### config.mk
export PLATFORM = sky130hd
export DESIGN_NAME = muldiv_unit
export DESIGN_NICKNAME = d
export VERILOG_FILES = /design/src/rtl/muldiv_pkg.sv /design/src/rtl/muldiv_step.sv /design/src/rtl/muldiv_unit.sv
export SDC_FILE = /design/constraint.sdc
export NUM_CORES = 1
export LEC_CHECK = 0
export ABC_AREA = 1
export BUFFER_PORTS_ARGS = -buffer_cell sky130_fd_sc_hd__buf_4
export CAP_MARGIN = 20
export CORE_AREA = 5 5 111 113
export CTS_CLUSTER_SIZE = 12
export DETAILED_ROUTE_END_ITERATION = 7
export DIE_AREA = 0 0 116 118
export PLACE_DENSITY = 0.61
export SLEW_MARGIN = 30
export SYNTH_ARGS = -nofsm -noshare
export SYNTH_HDL_FRONTEND = slang
export SYNTH_SLANG_ARGS = --single-unit
### constraint.sdc
create_clock -name clk -period 2.75 [get_ports clk]
set_clock_uncertainty 0.1 [all_clocks]
set_input_delay 0.1375 -clock clk [delete_from_list [all_inputs] [get_ports clk]]
set_output_delay 0.1375 -clock clk [all_outputs]
set_load 0.05 [all_outputs]
### src/rtl/muldiv_pkg.sv
// muldiv_pkg: shared definitions for the multiply/divide unit.
//   - DW_DEFAULT / AW_DEFAULT : default operand and register-address widths
//   - op_t                    : operation encoding carried on the op port
//   - state_t                 : FSM state type, also exposed on fsm_state
//   - DIV_EN                  : 1 when the build defines MULDIV_DIV_EN
// Optional feature macro: MULDIV_DIV_EN (division datapath).
package muldiv_pkg;

  localparam int DW_DEFAULT = 16;
  localparam int AW_DEFAULT = 3;

  typedef enum logic [1:0] {
    OP_MUL_LO = 2'b00,
    OP_MUL_HI = 2'b01,
    OP_DIV_Q  = 2'b10,
    OP_DIV_R  = 2'b11
  } op_t;

  typedef enum logic [1:0] {
    ST_IDLE = 2'b00,
    ST_RUN  = 2'b01,
    ST_DONE = 2'b10
  } state_t;

`ifdef MULDIV_DIV_EN
  localparam bit DIV_EN = 1'b1;
`else
  localparam bit DIV_EN = 1'b0;
`endif

endpackage

### src/rtl/muldiv_step.sv
// muldiv_step: one combinational iteration of the iterative datapath.
//   The working register is the pair {hi, lo}.
//   MUL: lo starts as the multiplier, hi as zero. Each step conditionally
//        adds b into hi and shifts {carry, hi, lo} right by one; after DW
//        steps {hi, lo} holds the full 2*DW product.
//   DIV: lo starts as the dividend, hi (partial remainder) as zero. Each
//        step shifts {hi, lo} left, tries hi - b and keeps it if it does not
//        underflow, shifting the quotient bit into lo. After DW steps
//        lo = quotient, hi = remainder. With b = 0 every trial succeeds,
//        giving quotient all-ones and remainder = dividend.
// Ports:
//   is_div  (in, only with MULDIV_DIV_EN) : select divide step
//   hi, lo  (in,  DW)                     : current working register
//   b       (in,  DW)                     : multiplicand / divisor
//   hi_next, lo_next (out, DW)            : working register after the step
// Optional feature macro: MULDIV_DIV_EN.
module muldiv_step #(
  parameter int DW = 16
) (
`ifdef MULDIV_DIV_EN
  input  logic          is_div,
`endif
  input  logic [DW-1:0] hi,
  input  logic [DW-1:0] lo,
  input  logic [DW-1:0] b,
  output logic [DW-1:0] hi_next,
  output logic [DW-1:0] lo_next
);

  logic [DW:0] sum;
`ifdef MULDIV_DIV_EN
  logic [DW:0] shifted;
  logic [DW:0] diff;
`endif

  always_comb begin
    sum     = {1'b0, hi} + (lo[0] ? {1'b0, b} : '0);
    hi_next = sum[DW:1];
    lo_next = {sum[0], lo[DW-1:1]};
`ifdef MULDIV_DIV_EN
    shifted = {hi, lo[DW-1]};
    diff    = shifted - {1'b0, b};
    if (is_div) begin
      // Explicit compare rather than a borrow bit: with b = 0 the shifted
      // value can exceed DW bits and must still count as "fits".
      if (shifted >= {1'b0, b}) begin
        hi_next = diff[DW-1:0];
        lo_next = {lo[DW-2:0], 1'b1};
      end else begin
        hi_next = shifted[DW-1:0];
        lo_next = {lo[DW-2:0], 1'b0};
      end
    end
`endif
  end

endmodule

### src/rtl/muldiv_unit.sv
// muldiv_unit: iterative unsigned multiply/divide unit writing its result
// into a register file.
// Handshake: start is a request sampled only on a rising edge in IDLE;
//   busy=1 means a request would be ignored. An accepted request completes
//   with a one-cycle done pulse; for writing ops wr_en/wr_addr/wr_data are
//   valid in that same cycle, and err is valid only while done=1.
// Ports:
//   clk, rst_n            : clock, asynchronous active-low reset
//   start, op[1:0]        : request and operation (see muldiv_pkg::op_t)
//   a, b (DW)             : operands from register-file read ports
//   dst (AW)              : destination register address
//   busy, done, err       : status
//   wr_en, wr_addr, wr_data : register-file write port
//   fsm_state             : current FSM state (debug)
// Optional feature macro: MULDIV_DIV_EN (division datapath). Without it,
//   ops 10/11 complete immediately with done=1, err=1 and no write.
module muldiv_unit
  import muldiv_pkg::*;
#(
  parameter int DW = DW_DEFAULT,
  parameter int AW = AW_DEFAULT
) (
  input  logic          clk,
  input  logic          rst_n,
  input  logic          start,
  input  logic [1:0]    op,
  input  logic [DW-1:0] a,
  input  logic [DW-1:0] b,
  input  logic [AW-1:0] dst,
  output logic          busy,
  output logic          done,
  output logic          wr_en,
  output logic [AW-1:0] wr_addr,
  output logic [DW-1:0] wr_data,
  output logic          err,
  output state_t        fsm_state
);

  localparam int CW = $clog2(DW);

  state_t        state;
  logic [CW-1:0] cnt;
  logic [DW-1:0] hi, lo, b_q;
  logic [DW-1:0] hi_next, lo_next;
  op_t           op_q;
  logic [AW-1:0] dst_q;

  muldiv_step #(.DW(DW)) u_step (
`ifdef MULDIV_DIV_EN
    .is_div  (op_q[1]),
`endif
    .hi      (hi),
    .lo      (lo),
    .b       (b_q),
    .hi_next (hi_next),
    .lo_next (lo_next)
  );

  assign fsm_state = state;

  always_ff @(posedge clk or negedge rst_n) begin
    if (!rst_n) begin
      state   <= ST_IDLE;
      cnt     <= '0;
      hi      <= '0;
      lo      <= '0;
      b_q     <= '0;
      op_q    <= OP_MUL_LO;
      dst_q   <= '0;
      busy    <= 1'b0;
      done    <= 1'b0;
      wr_en   <= 1'b0;
      wr_addr <= '0;
      wr_data <= '0;
      err     <= 1'b0;
    end else begin
      // Status pulses default low; only the transition into DONE raises them.
      done  <= 1'b0;
      wr_en <= 1'b0;
      err   <= 1'b0;
      case (state)
        ST_IDLE: begin
          if (start) begin
            b_q   <= b;
            op_q  <= op_t'(op);
            dst_q <= dst;
            cnt   <= '0;
            hi    <= '0;
            lo    <= a;
            busy  <= 1'b1;
            if (op[1] && !DIV_EN) begin
              // Division not built in: report unsupported, write nothing.
              state <= ST_DONE;
              done  <= 1'b1;
              err   <= 1'b1;
            end else begin
              state <= ST_RUN;
            end
          end
        end
        ST_RUN: begin
          hi  <= hi_next;
          lo  <= lo_next;
          cnt <= cnt + 1'b1;
          if (cnt == CW'(DW - 1)) begin
            cnt     <= '0;
            state   <= ST_DONE;
            done    <= 1'b1;
            wr_en   <= 1'b1;
            wr_addr <= dst_q;
            // MUL high and DIV remainder live in hi; MUL low and quotient in lo.
            wr_data <= op_q[0] ? hi_next : lo_next;
            err     <= DIV_EN && op_q[1] && (b_q == '0);
          end
        end
        ST_DONE: begin
          state <= ST_IDLE;
          busy  <= 1'b0;
        end
        default: begin
          state <= ST_IDLE;
          busy  <= 1'b0;
        end
      endcase
    end
  end

endmodule

-- Word-level counts from Yosys, hierarchy flattened
Cells that the tools add are included.
Widths: inputs -> output; s select.
- bits in registers: 81
- bits of input ports: 40
- output and inout bits: 25
- add/subtract/negate cells: 2
- equal/unequal tests: 4
- multiplexer cells: 21
- bitwise gates (word level): 1
- reduce and logical (&&, ||, !) cells: 7
- operators with widths (kind ; count):
    $mux 16 ; 4
    $pmux 16 s2 ; 2
    $add 16x17->17 ; 1
    $reduce_and 2->1 ; 5
    $mux 4 ; 2
    $pmux 4 s2 ; 1
    $mux 1 ; 6
    $mux 2 ; 3
    $add 4x1->4 const B ; 1
    $eq 4x4->1 const B ; 1
    $ne 2x2->1 const B ; 2
    $pmux 1 s2 ; 2
    $pmux 2 s2 ; 1
    $eq 2x1->1 const B ; 1
    $logic_not 2->1 ; 1
    $reduce_bool 2->1 ; 1
    $not 1->1 ; 1

-- Logic depth before layout (Yosys ltp)
- depth after elaboration: 3
- gate-level depth with buffers: 16
- gate-level depth less buffers: 15

-- Cells and area by module
Synthesis repeated with hierarchy kept, for this count alone.
- cells, all modules: 663
- area total of the unflattened synthesis: 4730.8 sq um
- by module, submodules not included (module ; times used ; cells an instance ; area an instance (sq um)):
    muldiv_unit ; 1 ; 429 ; 3510.9
    muldiv_step ; 1 ; 234 ; 1219.9

-- Least setup slack after synthesis
OpenSTA, ideal clock, no wires.
- path kind: register -> register
- start point: reg lo[0]
- end point: reg wr_data[15]
- setup time: 118 ps
- data arrival time: 1879 ps
- data required time: 2532 ps
- setup slack: 653 ps
- cell stages (with the launch flop): 16
- path through: dfrtp_1 > clkbuf_1 > clkbuf_1 > nand2_1 > inv_1 > ha_1 > nand2_1 > inv_1 > a21oi_1 > nand2_1 > nand2_1 > nand2_1 > nand2_1 > nand3_1 > nand2_1 > nand2_1
- longest elaborated chain between the ends: 3
- ends and longest elaborated chain (item ; line ; source):
    start: declaration ; muldiv_unit.sv:43 ; logic [DW-1:0] hi, lo, b_q;
    start signal: assignment ; muldiv_unit.sv:103 ; lo <= lo_next;
    $mux 16 ; muldiv_step.sv:37 ; sum = {1'b0, hi} + (lo[0] ? {1'b0, b} : '0);
    $add 16x17->17 ; muldiv_step.sv:37 ;
    $mux 16 ; muldiv_unit.sv:112 ; wr_data <= op_q[0] ? hi_next : lo_next;
    end signal: assignment ; muldiv_unit.sv:112 ;
    end: declaration ; muldiv_unit.sv:34 ; output logic [DW-1:0] wr_data,
Every way passes these cells.
A chain may end at the register's enable or synchronous reset.

-- Worst setup path in the final report
- start point: reg lo[0]
- end point: reg wr_data[9]
Same word-level chain as after synthesis.

==> run_results.csv <==
group,metric,value,unit
status,status,"finished clean",
timing,fin_setup_tns,0,ns
setup_path,startpoint_type,"register",
clocking,cts_buffer_depth,2,
final_layout,drive_gt1_share,14.0,%
clocking,tritoncts,"yes",
global_route,grt_util_all_layers,16.9,%
synthesis,ys_seq_elements,81,
timing,tightestPinTransition,0.733,ns
run,maxCapViolCount,0,
timing,fin_crit_sh,88.0,%
setup_path,cpMostUsedCell,"nand2_1",
global_route,overflow,0,
drt,vias,3817,
final_layout,fin_util,49.6,%
min_path,hold_depth,3,
synthesis,yosys_warnings,0,
final_layout,nNetsFinal,716,
setup_path,endpoint_kind,"register",
setup_path,cp.required,2.88,ns
synthesis,yosys.cell_types.count,29,
global_route,grt_pass1_vias,3756,
pwr,p_sw_share,41.8,%
drt,postRouteWirelength,11.1,mm
die,die_y,118,um
pwr,comb_power_share,43.9,%
clocking,htree_levels,3,
setup_path,cp_num_buf_inv,1,
setup_path,r2r-start,"lo[0]",
timing,slew_headroom,51.1,%
setup_path,cp_data_arrival_time,2.55,ns
die,die_area,13700,um^2
global_route,antenna_found_initial,0,
die,start_util,38.8,%
setup_path,worst-setup-path-type,"register to register",
setup_path,cp_max_fo,17,
die,die-width,116,um
setup_path,rr_worst_depth,14,
synthesis,netlist_instances,576,
drt,firstDrtPassIters,4,
setup_path,crit_chain,"nand2_1 > inv_1 > ha_1 > fa_1 > nand2_1 > nand2_1 > nand3_1 > nand2_1 > nand2_1 > nand3b_1 > nand2_1 > nand2_1 > nand2_1 > nand2_1",
min_path,hold_class,"input pin to register",
global_route,grt_start_max_net_pins,82,
timing,drv_slew,0,
clocking,cts_buffers,9,
clocking,clk_latency,0.34,ns
global_route,grt_pass1_wl,18.5,mm
setup_path,regToRegEndpoint,"wr_data[9]",
drt,via_per_inst,4.74,
die,io_pins,65,
min_path,whs_endpoint,"lo[3]",
synthesis,syn_nets,634,
timing,setup_viol,0,
clocking,cts-resized-gates,0,
die,rows,39,
setup_path,slowest_stage,"dfrtp_1",
setup_path,critPathTopFamily,"simple AND/OR/NAND/NOR gates",
place,hpwlAfterDp,7.96,mm
pwr,p_seq_share,31.1,%
synthesis,yosysSeqAreaShare,46.5,%
final_layout,num_antenna_cells,0,
drt,drtAntennaViolNets,0,
pwr,p_switching,0.00250,W
die,coreArea,11200,um^2
pwr,p_leak,3.12,nW
synthesis,syn_area,4360,um^2
timing,hold_viol,0,
pwr,ir_drop,0.414,mV
final_layout,layout_common_cells,"242 x nand2_1, 81 x dfrtp_1, 71 x inv_1",
drt,remaining_drc_errors,0,
setup_path,max_stage_delay,0.56,ns
timing,rsz0062_at_grt,"no",
place,place_congestion,0.965,
pwr,p_int,0.00348,W
clocking,cts.sinks,81,
pwr,power.density,1070,nW/um^2
timing,fmax,413,MHz
place,port_buffers,64,
final_layout,fill_cells,1116,
setup_path,r2r_slack,0.33,ns
clocking,clkSlewWorstSetupHoldPaths,0.06,ns
clocking,cts_root_buf,"clkbuf_16",
final_layout,final_common_cell,"nand2_1",
drt,drtIter0Drc,193,
final_layout,area_growth,27.6,%
min_path,min-delay-start,"a[3]",
drt,avgRoutedWirePerCell,13.7,um
pwr,clkPwrFrac,24.9,%
synthesis,syn-mean-instance-area,7.57,um^2
timing,fin_crit,2.42,ns
pwr,power,0.00598,W
[metal layers]
metal / GRT usage (%) / wire [um] / vias to the layer above
li1: - / - / 1978
met1: 24.2 / 5240 / 1745
met2: 25.9 / 5110 / 81
met3: 2.42 / 518 / 13
met4: 6.24 / 204 / 0
met5: 0 / 0 / -
[power groups by stage]
| stage | Sequential (W) | Clock [W] | Combinational [W] |
|---|---|---|---|
| floorplan | 0.00192 | 0 | 0.00185 |
| global placement | 0.00187 | 0 | 0.00255 |
| detailed placement | 0.00188 | 0 | 0.00258 |
| CTS | 0.00186 | 0.00151 | 0.00263 |
| global route | 0.00190 | 0.00157 | 0.00298 |
| finish | 0.00186 | 0.00149 | 0.00263 |
[registers in the layout, indices dropped and copies added, names as in the netlist]
name,cells
lo,16
hi,16
dst_q,3
cnt,4
b_q,16
busy,1
wr_data,16
op_q,1
err,1
fsm_state,2
done,1
wr_addr,3
wr_en,1
[worst register-to-register path, cell delays in order (launching register included)]
cell	delay [ns]
dfrtp_1	0.56
nand2_1	0.13
inv_1	0.05
ha_1	0.20
fa_1	0.43
nand2_1	0.11
nand2_1	0.06
nand3_1	0.07
nand2_1	0.12
nand2_1	0.12
nand3b_1	0.08
nand2_1	0.12
nand2_1	0.07
nand2_1	0.06
nand2_1	0.05
[through the flow]
step / hold slack [ns] / cell area, um^2 / instances / setup WS, ns
after floorplan: -0.258 / 4360 / 576 / 0.653
after global placement: 0.239 / 4930 / 764 / 0.472
after detailed placement: 0.134 / 4940 / 764 / 0.402
after CTS: 0.0694 / 5560 / 806 / 0.367
after global routing: 0.0963 / 5560 / 806 / 0.146
final: 0.0696 / 5560 / 806 / 0.330
[final cells by class]
type	count	area [um^2]	area share, %
Timing Repair Buffer	93	767	13.8
Clock buffer	10	229	4.12
Sequential cell	81	2030	36.4
Tap cell	143	179	3.22
Multi-Input combinational cell	398	1940	34.9
Clock inverter	6	138	2.47
Inverter	75	282	5.06
[cells by family after synthesis]
| family | after synthesis | synth area share [%] |
|---|---|---|
| adder cells (fa/ha/maj) | 18 | 5.34 |
| buffers and inverters | 97 | 8.93 |
| flip-flops | 81 | 46.5 |
| AO/OA/AOI/OAI | 68 | 9.73 |
| AND/OR/NAND/NOR | 304 | 27.9 |
| XOR/XNOR | 8 | 1.61 |
[synth_stat cells (all sizes together)]
cell type,count,share of area [%]
nor3,18,2.1
inv,75,6.5
nor2,22,2.2
dfrtp,81,46
a21oi,28,3.5
xnor2,4,0.80
or2,2,0.29
o22ai,4,0.57
a31oi,1,0.14
buf,15,1.9
o21bai,1,0.17
nand2,244,21
a221oi,13,2.6
xor2,4,0.80
clkbuf,7,0.60
nand3,16,1.8
nand3b,2,0.34
fa,1,0.46
o21a,3,0.52
a22o,2,0.40
ha,17,4.9
o21ai,16,1.8
[worst max path at each step]
stage | startpoint | to | depth (start not counted)
after detailed placement | lo[0] | wr_data[9] | 14
final | lo[0] | wr_data[9] | 14
after global routing | lo[0] | wr_data[13] | 14
after CTS | lo[0] | wr_data[9] | 14
after global placement | lo[0] | wr_data[7] | 11
after floorplan | lo[0] | wr_data[15] | 15
[what timing repair did]
action,in CTS,in global routing
endpoints found under the hold margin,108,0
hold buffers,26,0
buffers inserted,0,0
Power figures use the tool's default switching activity.
